--- config.mk ---
export PLATFORM = sky130hd
export DESIGN_NAME = mandelbrot_cluster_unpacker
export DESIGN_NICKNAME = d
export VERILOG_FILES = /design/src/rtl/mandelbrot_pkg.sv /design/src/rtl/mandelbrot_coord_stepper.sv /design/src/rtl/mandelbrot_cluster_unpacker.sv
export SDC_FILE = /design/constraint.sdc
export NUM_CORES = 1
export LEC_CHECK = 0
export ABC_AREA = 1
export CAP_MARGIN = 10
export CORE_ASPECT_RATIO = 0.75
export CORE_MARGIN = 2
export CORE_UTILIZATION = 43
export CTS_CLUSTER_SIZE = 25
export DETAILED_ROUTE_END_ITERATION = 16
export GPL_ROUTABILITY_DRIVEN = 0
export PLACE_DENSITY = 0.77
export SLEW_MARGIN = 20
export SYNTH_ARGS = -nofsm -noshare
export SYNTH_HDL_FRONTEND = slang
export SYNTH_HIERARCHICAL = 1
export SYNTH_SLANG_ARGS = --single-unit
--- constraint.sdc ---
create_clock -name clk -period 2.8 [get_ports clk]
set_clock_uncertainty 0.15 [all_clocks]
set_input_delay 0.42 -clock clk [delete_from_list [all_inputs] [get_ports clk]]
set_output_delay 0.42 -clock clk [all_outputs]
set_load 0.1 [all_outputs]
--- src/rtl/mandelbrot_pkg.sv ---
// Shared field layout, defaults and state encoding for the
// Mandelbrot cluster datapath.
package mandelbrot_pkg;

   localparam int VEC_W = 152;
   localparam int PTR_LSB = 120;
   localparam int PTR_W = 32;
   localparam int LC_LSB = 112;
   localparam int LC_W = 8;
   localparam int STEP_LSB = 80;
   localparam int STEP_W = 32;
   localparam int ITER_LSB = 64;
   localparam int ITER_W = 16;
   localparam int CR_LSB = 32;
   localparam int CR_W = 32;
   localparam int CI_LSB = 0;
   localparam int CI_W = 32;

   localparam int CMD_W = 64;
   localparam int CMD_LEN_LSB = 32;
   localparam int CMD_ADDR_LSB = 0;

   localparam int CRD_W = 80;
   localparam int CRD_ITER_LSB = 64;
   localparam int CRD_CR_LSB = 32;
   localparam int CRD_CI_LSB = 0;

   localparam int CNT_W = 11;
   localparam int PPL_DEFAULT = 8;
   localparam int BPP_DEFAULT = 4;

   typedef enum logic [1:0] {
      IDLE     = 2'b00,
      SEND_CMD = 2'b01,
      FEED     = 2'b10
   } state_t;

   typedef struct packed {
      logic [PTR_W-1:0]  pix_buf_ptr;
      logic [LC_W-1:0]   line_count;
      logic [STEP_W-1:0] step_dim;
      logic [ITER_W-1:0] max_iters;
      logic [CR_W-1:0]   cr;
      logic [CI_W-1:0]   ci;
   } work_vec_t;

   typedef struct packed {
      logic [31:0] length;
      logic [31:0] address;
   } dma_cmd_t;

   typedef struct packed {
      logic [ITER_W-1:0] max_iters;
      logic [CR_W-1:0]   cr;
      logic [CI_W-1:0]   ci;
   } coord_t;

endpackage

--- src/rtl/mandelbrot_coord_stepper.sv ---
// Real-axis accumulator and pixel counter for one cluster;
// last is registered so it is ready alongside the coordinate.
module mandelbrot_coord_stepper
   import mandelbrot_pkg::*;
(
   input  logic             clk,
   input  logic             reset,
   input  logic             load,
   input  logic             step,
   input  logic [CR_W-1:0]  cr_init,
   input  logic [STEP_W-1:0] step_dim,
   input  logic [CNT_W-1:0] total,
   output logic [CR_W-1:0]  cr_cur,
   output logic             last
);

   logic [CNT_W-1:0]  count;
   logic [CNT_W-1:0]  total_q;
   logic [STEP_W-1:0] step_q;
   logic [CNT_W:0]    count_p2;

   assign count_p2 = {1'b0, count} + (CNT_W+1)'(2);

   always_ff @(posedge clk or posedge reset) begin
      if (reset) begin
         cr_cur  <= '0;
         count   <= '0;
         total_q <= '0;
         step_q  <= '0;
         last    <= 1'b0;
      end else if (load) begin
         cr_cur  <= cr_init;
         count   <= '0;
         total_q <= total;
         step_q  <= step_dim;
         last    <= (total == CNT_W'(1));
      end else if (step) begin
         cr_cur <= cr_cur + step_q;
         count  <= count + CNT_W'(1);
         // pixel after this one is the final one
         last   <= (count_p2 == {1'b0, total_q});
      end
   end

endmodule

--- src/rtl/mandelbrot_cluster_unpacker.sv ---
// Turns one cluster work vector into a DMA write command followed
// by a stream of per-pixel coordinates for the iteration engines.
module mandelbrot_cluster_unpacker
   import mandelbrot_pkg::*;
#(
   parameter int PIXELS_PER_LINE = PPL_DEFAULT,
   parameter int BYTES_PER_PIXEL = BPP_DEFAULT
) (
   input  logic             clk,
   input  logic             reset,
   input  logic [VEC_W-1:0] in_vector_snk_data,
   input  logic             in_vector_snk_valid,
   output logic             in_vector_snk_ready,
   output logic [CMD_W-1:0] dma_cmd_src_data,
   output logic             dma_cmd_src_valid,
   input  logic             dma_cmd_src_ready,
   output logic [CRD_W-1:0] coord_src_data,
   output logic             coord_src_valid,
   input  logic             coord_src_ready,
   output logic             coord_src_last,
   output logic             err_zero_count
);

   work_vec_t         vec;
   state_t            state, state_nxt;
   logic              accept;
   logic              zero_lc;
   logic              step;
   logic              last_q;
   logic [CNT_W-1:0]  total_new;
   logic [31:0]       len_new;
   dma_cmd_t          cmd_q;
   logic [ITER_W-1:0] iters_q;
   logic [CI_W-1:0]   ci_q;
   logic [CR_W-1:0]   cr_cur;

   assign vec = work_vec_t'(in_vector_snk_data);
   assign accept = in_vector_snk_valid && in_vector_snk_ready;
   assign zero_lc = (vec.line_count == '0);

   assign total_new = CNT_W'({3'b000, vec.line_count}
                      * CNT_W'(PIXELS_PER_LINE));
   assign len_new = 32'(total_new) * 32'(BYTES_PER_PIXEL);

   always_ff @(posedge clk or posedge reset) begin
      if (reset) begin
         state          <= IDLE;
         cmd_q          <= '0;
         iters_q        <= '0;
         ci_q           <= '0;
         err_zero_count <= 1'b0;
      end else begin
         state <= state_nxt;
         if (accept) begin
            cmd_q   <= '{length: len_new, address: vec.pix_buf_ptr};
            iters_q <= vec.max_iters;
            ci_q    <= vec.ci;
            if (zero_lc)
               err_zero_count <= 1'b1;
         end
      end
   end

   always_comb begin
      state_nxt = state;
      unique case (state)
         IDLE:
            if (accept && !zero_lc)
               state_nxt = SEND_CMD;
         SEND_CMD:
            if (dma_cmd_src_ready)
               state_nxt = FEED;
         FEED:
            if (coord_src_ready && last_q)
               state_nxt = IDLE;
         default:
            state_nxt = IDLE;
      endcase
   end

   assign in_vector_snk_ready = (state == IDLE);
   assign dma_cmd_src_valid = (state == SEND_CMD);
   assign coord_src_valid = (state == FEED);
   assign step = coord_src_valid && coord_src_ready;

   mandelbrot_coord_stepper u_stepper (
      .clk      (clk),
      .reset    (reset),
      .load     (accept),
      .step     (step),
      .cr_init  (vec.cr),
      .step_dim (vec.step_dim),
      .total    (total_new),
      .cr_cur   (cr_cur),
      .last     (last_q)
   );

   assign dma_cmd_src_data = cmd_q;
   assign coord_src_data = {iters_q, cr_cur, ci_q};
   assign coord_src_last = coord_src_valid && last_q;

endmodule

==> results of run 1 <==
-- registers in the layout (all words and copies together) (netlist names) --
signal,count
u_stepper/last,1
dma_cmd_src_data,40
u_stepper/step_q,32
u_stepper/count,11
u_stepper/cr_cur,32
u_stepper/total_q,11
iters_q,16
err_zero_count,1
ci_q,32
state,2
-- critical path: stages, from the launching register on --
cell	delay, ns
dfrtp_1	0.40
inv_1	0.08
nor2_2	0.13
inv_1	0.08
nor2_1	0.32
nand2_1	0.14
nor2_2	0.15
nand2_1	0.06
nor2_1	0.19
nand2_1	0.07
nor2_1	0.13
nand2_1	0.09
o21ai_1	0.13
a21oi_1	0.05
-- routing by layer --
metal	vias to the layer above	GRT usage [%]	part of all wire (%)
met4	0	5.51	0.96
met1	4292	31.5	44
li1	4741	-	-
met5	-	0	0
met3	24	9.06	10
met2	304	36.6	45
-- kinds of logic after synthesis --
kind of cell | count (synthesis) | share of synthesized area, %
xor gates and xnor gates | 21 | 1.86
DFF | 178 | 44.9
AOI/OAI and AO/OA | 86 | 5.21
other | 1 | 0.0378
adders and majority gates | 34 | 4.37
buffers and inverters | 213 | 9.41
and+or+nand+nor | 847 | 34.2
-- synthesized netlist by cell type, types with 2 or more instances --
cell / n / area [um^2]
o21ai_1: 6 / 30.0
dfrtp_1: 178 / 4450
xor2_1: 4 / 35.0
a21oi_1: 27 / 135
nor2_2: 4 / 25.0
inv_1: 142 / 533
xnor2_1: 17 / 149
a22oi_1: 19 / 143
nor3_1: 10 / 50.1
nand2_4: 2 / 22.5
nand3_2: 2 / 20.0
nor2_1: 63 / 236
buf_4: 24 / 180
clkbuf_1: 15 / 56.3
buf_2: 23 / 115
buf_6: 2 / 22.5
nand3b_1: 7 / 52.6
nand3_1: 52 / 260
o211ai_1: 8 / 60.1
nor2_4: 3 / 33.8
ha_1: 33 / 413
inv_2: 6 / 22.5
nor4_1: 6 / 37.5
nand2_1: 688 / 2580
o21ai_0: 19 / 95.1
o21bai_1: 2 / 15.0
nand4_1: 5 / 31.3
-- through the flow --
stage | TNS [ns] | hold slack (ns) | cell area (um^2)
6_report | 0 | 0.272 | 13300
5_1_grt | 0 | 0.309 | 13300
4_1_cts | 0 | 0.271 | 13300
3_5_place_dp | 0 | 0.314 | 12700
3_3_place_gp | 0 | 0.305 | 12700
2_1_floorplan | -0.0206 | 0.296 | 10000
-- layout make-up --
type | instances | share of cell area (%)
sequential | 178 | 33.5
antenna | 2 | 0.0376
timing repair buffer | 291 | 19.7
clock inverter | 15 | 1.58
multi-input combinational | 1018 | 34.9
inverter | 149 | 4.30
clock buffer | 17 | 3.20
tap | 300 | 2.82
-- worst max-delay path by stage --
stage | from | cells past startpoint | slack (ns) | end
floorplan | state[0]$_DFFE_PP0P_ | 3 | -0.02 | coord_src_last
global placement | coord_src_ready | 12 | 0.33 | u_stepper/count[8]$_DFFE_PP0P_
detailed placement | coord_src_ready | 12 | 0.33 | u_stepper/count[8]$_DFFE_PP0P_
CTS | u_stepper/cr_cur[0]$_DFFE_PP0P_ | 12 | 0.53 | u_stepper/cr_cur[22]$_DFFE_PP0P_
global route | state[1]$_DFFE_PP0P_ | 13 | 0.30 | u_stepper/count[8]$_DFFE_PP0P_
finish | state[1]$_DFFE_PP0P_ | 13 | 0.50 | u_stepper/count[8]$_DFFE_PP0P_
==> impl_metrics.ini, run 1 <==
[cells_and_area]
layout.cells.non_filler = 1970
drive_gt1_share_pct = 11.6
layout_commonest_cell = nand2_1
multi_input_area_um2 = 4640
register_area_um2 = 4450
utilization_pct = 58.3
areaGrowthSynthToFinish_pct = 34.3
num-fill-cells = 2101
final_cell_mix = nand2_1, dfrtp_1, clkdlybuf4s50_1
fin_nets = 1846

[setup_path]
path_class = reg2reg
reg2reg_to = u_stepper/count[8]$_DFFE_PP0P_
worstSetupEndpointType = register
arrival_ns = 2.47
r2r_slack_ns = 0.50
worst_ep_required_time_ns = 2.97
r2r_cells = 13
r2r-start = state[1]$_DFFE_PP0P_
startpoint_type = register
path_max_fanout = 4

[clock_tree]
insertion_delay_ns = 0.43
post_cts_buffers = 0
cts_max_level = 4
ctsHoldBuffers = 0
numCtsBuffers = 17
path_clk_slew_ns = 0.09
cts_sinks = 178
cts_resized = 0
cts_root_buf = clkbuf_16
clk_path_buf_depth = 2
tritoncts = built

[sta]
fin_crit_ns = 2.30
grt_setup_unrepaired = no
slew_violations = 0
setup_ws_ns = 0.497
setup_violations = 0
tightest_slew_ns = 0.892
relSlewSlack_pct = 40.5
fmax_mhz = 434
finalHoldViolCount = 0
fin_crit_sh_pct = 82.2

[logic_synthesis]
synth-seq-cells = 178
yosysSeqAreaShare_pct = 44.9
synth_area_um2 = 9910
avgSynthCellArea_um2 = 7.18
synthCells = 1380
synthArstFlopShare_pct = 100
synth_warnings = 6
synth_edf_count = 0
ys_types = 40
synth_flop_cell = dfrtp_1

[drt]
first_iter_violations = 614
routed_wl_um = 28400
ant_nets = 0
routedWlPerCell_um = 14.4
vias_per_cell = 4.75
vias = 9361
dr.pass1.iters = 5
route.detailed.drc = 0

[placement]
place_ws_ns = 0.332
dp_hpwl_um = 21300
dp_cells = 1936
io_buffers = 281

[status]
status = finished, final reports clean

[run]
max-cap-violations = 0

[die]
dieHeight_um = 136
die_area_um2 = 24300
die_x_um = 179
start_util_pct = 43.4
pin_count = 306
rows = 48
core-area_um2 = 22800

[global_route]
grt_usage_pct = 23.7
grt_pass1_wl_um = 45200
antenna_found_initial = 1
grt-ovfl-total = 0
grt_max_degree = 89
grt_pass1_vias = 9145

[worst_hold_path]
min_path_type = in2async
Power of run 1 is not shown: default switching activity piles up to over one toggle a cycle in this logic, so the estimate is an artifact.
==> run 2: changes to the inputs <==
Settings changed: CORE_UTILIZATION 43 to 48, PLACE_DENSITY 0.77 to 0.82.
Clock period 2.8 ns to 2.2 ns, I/O delays scaled along.
==> impl_metrics.ini, run 2 (synthesized netlist as in run 1, its figures left out) <==
[setup_path]
startpoint = u_stepper/cr_cur[14]$_DFFE_PP0P_
r2r-start = u_stepper/cr_cur[14]$_DFFE_PP0P_
path_class = reg2reg
worst_ep_required_time_ns = 2.37
startpoint_type = register
endpoint = u_stepper/cr_cur[30]$_DFFE_PP0P_
r2r_cells = 10
reg2reg_to = u_stepper/cr_cur[30]$_DFFE_PP0P_
arrival_ns = 2.27
worstSetupEndpointType = register
path_max_fanout = 4
r2r_slack_ns = 0.10

[die]
rows = 45
core-area_um2 = 20300
die_x_um = 170
dieHeight_um = 128
start_util_pct = 48.9
die_area_um2 = 21800
pin_count = 306

[sta]
tightest_slew_ns = 0.599
slew_violations = 0
setup_tns_ns = 0
fin_crit_ns = 2.10
fin_crit_sh_pct = 95.3
relSlewSlack_pct = 60.0
fmax_mhz = 477
finalHoldViolCount = 0
setup_violations = 0

[global_route]
grt_pass1_wl_um = 46900
grt_use_met3_pct = 8.92
grt_busiest_layer = met2
grt-ovfl-total = 0
grt_pass1_vias = 9340
grt_use_met2_pct = 43.9
grt_max_degree = 89
globalRouteMet1Util_pct = 35.6
grt_usage_pct = 27.3
antenna_found_initial = 2

[drt]
first_iter_violations = 821
routedWlPerCell_um = 15.3
vias_per_cell = 5.00
routed_wl_um = 29600
vias = 9657
ant_nets = 0
route.detailed.drc = 0
dr.pass1.iters = 7

[run]
max-cap-violations = 0

[cells_and_area]
utilization_pct = 66.4
num-fill-cells = 1734
fin_nets = 1851
layout.cells.non_filler = 1933
largest_reg_flops = 40
design_area_um2 = 13500
final_cell_mix = nand2_1, dfrtp_1, clkdlybuf4s50_1
areaGrowthSynthToFinish_pct = 35.8
layout_commonest_cell = nand2_1
drive_gt1_share_pct = 13.3

[clock_tree]
cts_root_buf = clkbuf_16
insertion_delay_ns = 0.43
ctsHoldBuffers = 0
cts_max_level = 4
numCtsBuffers = 17
tritoncts = built
path_clk_slew_ns = 0.08
clk_path_buf_depth = 2
cts_sinks = 178

[worst_hold_path]
min_path_type = in2async

[placement]
place_area_um2 = 12700
io_buffers = 281
dp_hpwl_um = 22200
dp_cells = 1898

[status]
status = finished, final reports clean
==> run 2: cell types whose count changed in the layout (fill, tap and decap cells not counted), sizes merged <==
cell / delta
buf: +5
bufinv: -1
clkbuf: +1
clkinv: -3
inv: +3
==> run 2: how the worst min path moves through the flow <==
stage / to / cells after the start
global route: dma_cmd_src_data[28]$_DFFE_PP0P_ / 2
global placement: u_stepper/step_q[0]$_DFFE_PP0P_ / 2
floorplan: ci_q[0]$_DFFE_PP0P_ / 2
finish: dma_cmd_src_data[28]$_DFFE_PP0P_ / 2
detailed placement: iters_q[11]$_DFFE_PP0P_ / 2
CTS: dma_cmd_src_data[28]$_DFFE_PP0P_ / 2
==> run 2: worst max-delay path, stage by stage, from the launching register on <==
cell	delay, ns
dfrtp_1	0.44
ha_1	0.41
nand2_1	0.15
nor2_1	0.24
nand2_1	0.15
nor2_1	0.16
nand2_2	0.08
nand2_1	0.06
nand2_1	0.04
nand3_1	0.06
nand2_1	0.05
==> run 2: repair_timing <==
item | in CTS | in global routing
setup buffers | 0 | 1
endpoints found under the setup margin | 0 | 16
gates resized for setup | 0 | 24
==> run 2: cell type report <==
type	count	area, um^2	area share, %
inverters	149	569	4.23
multi-input cells	1018	4770	35.4
flip-flops and latches	178	4460	33.1
well taps	258	323	2.40
clock inverters	14	160	1.19
diodes	2	5.00	0.0372
clock buffers	18	429	3.19
repair buffers	296	2750	20.4
==> run 2: through the flow <==
step | setup slack, ns | hold WS, ns
4_1_cts | 0.0136 | 0.155
3_3_place_gp | 0.0712 | 0.312
2_1_floorplan | -0.348 | 0.290
5_1_grt | -0.0150 | 0.173
3_5_place_dp | -0.0335 | 0.316
6_report | 0.102 | 0.154
==> run 2: routing by layer <==
layer / wire length, um / share of wire [%]
met2: 13900 / 47
met1: 12400 / 42
met5: 10 / 0.034
met4: 641 / 2.2
met3: 2720 / 9.2
Power of run 2 is left out for the same reason.
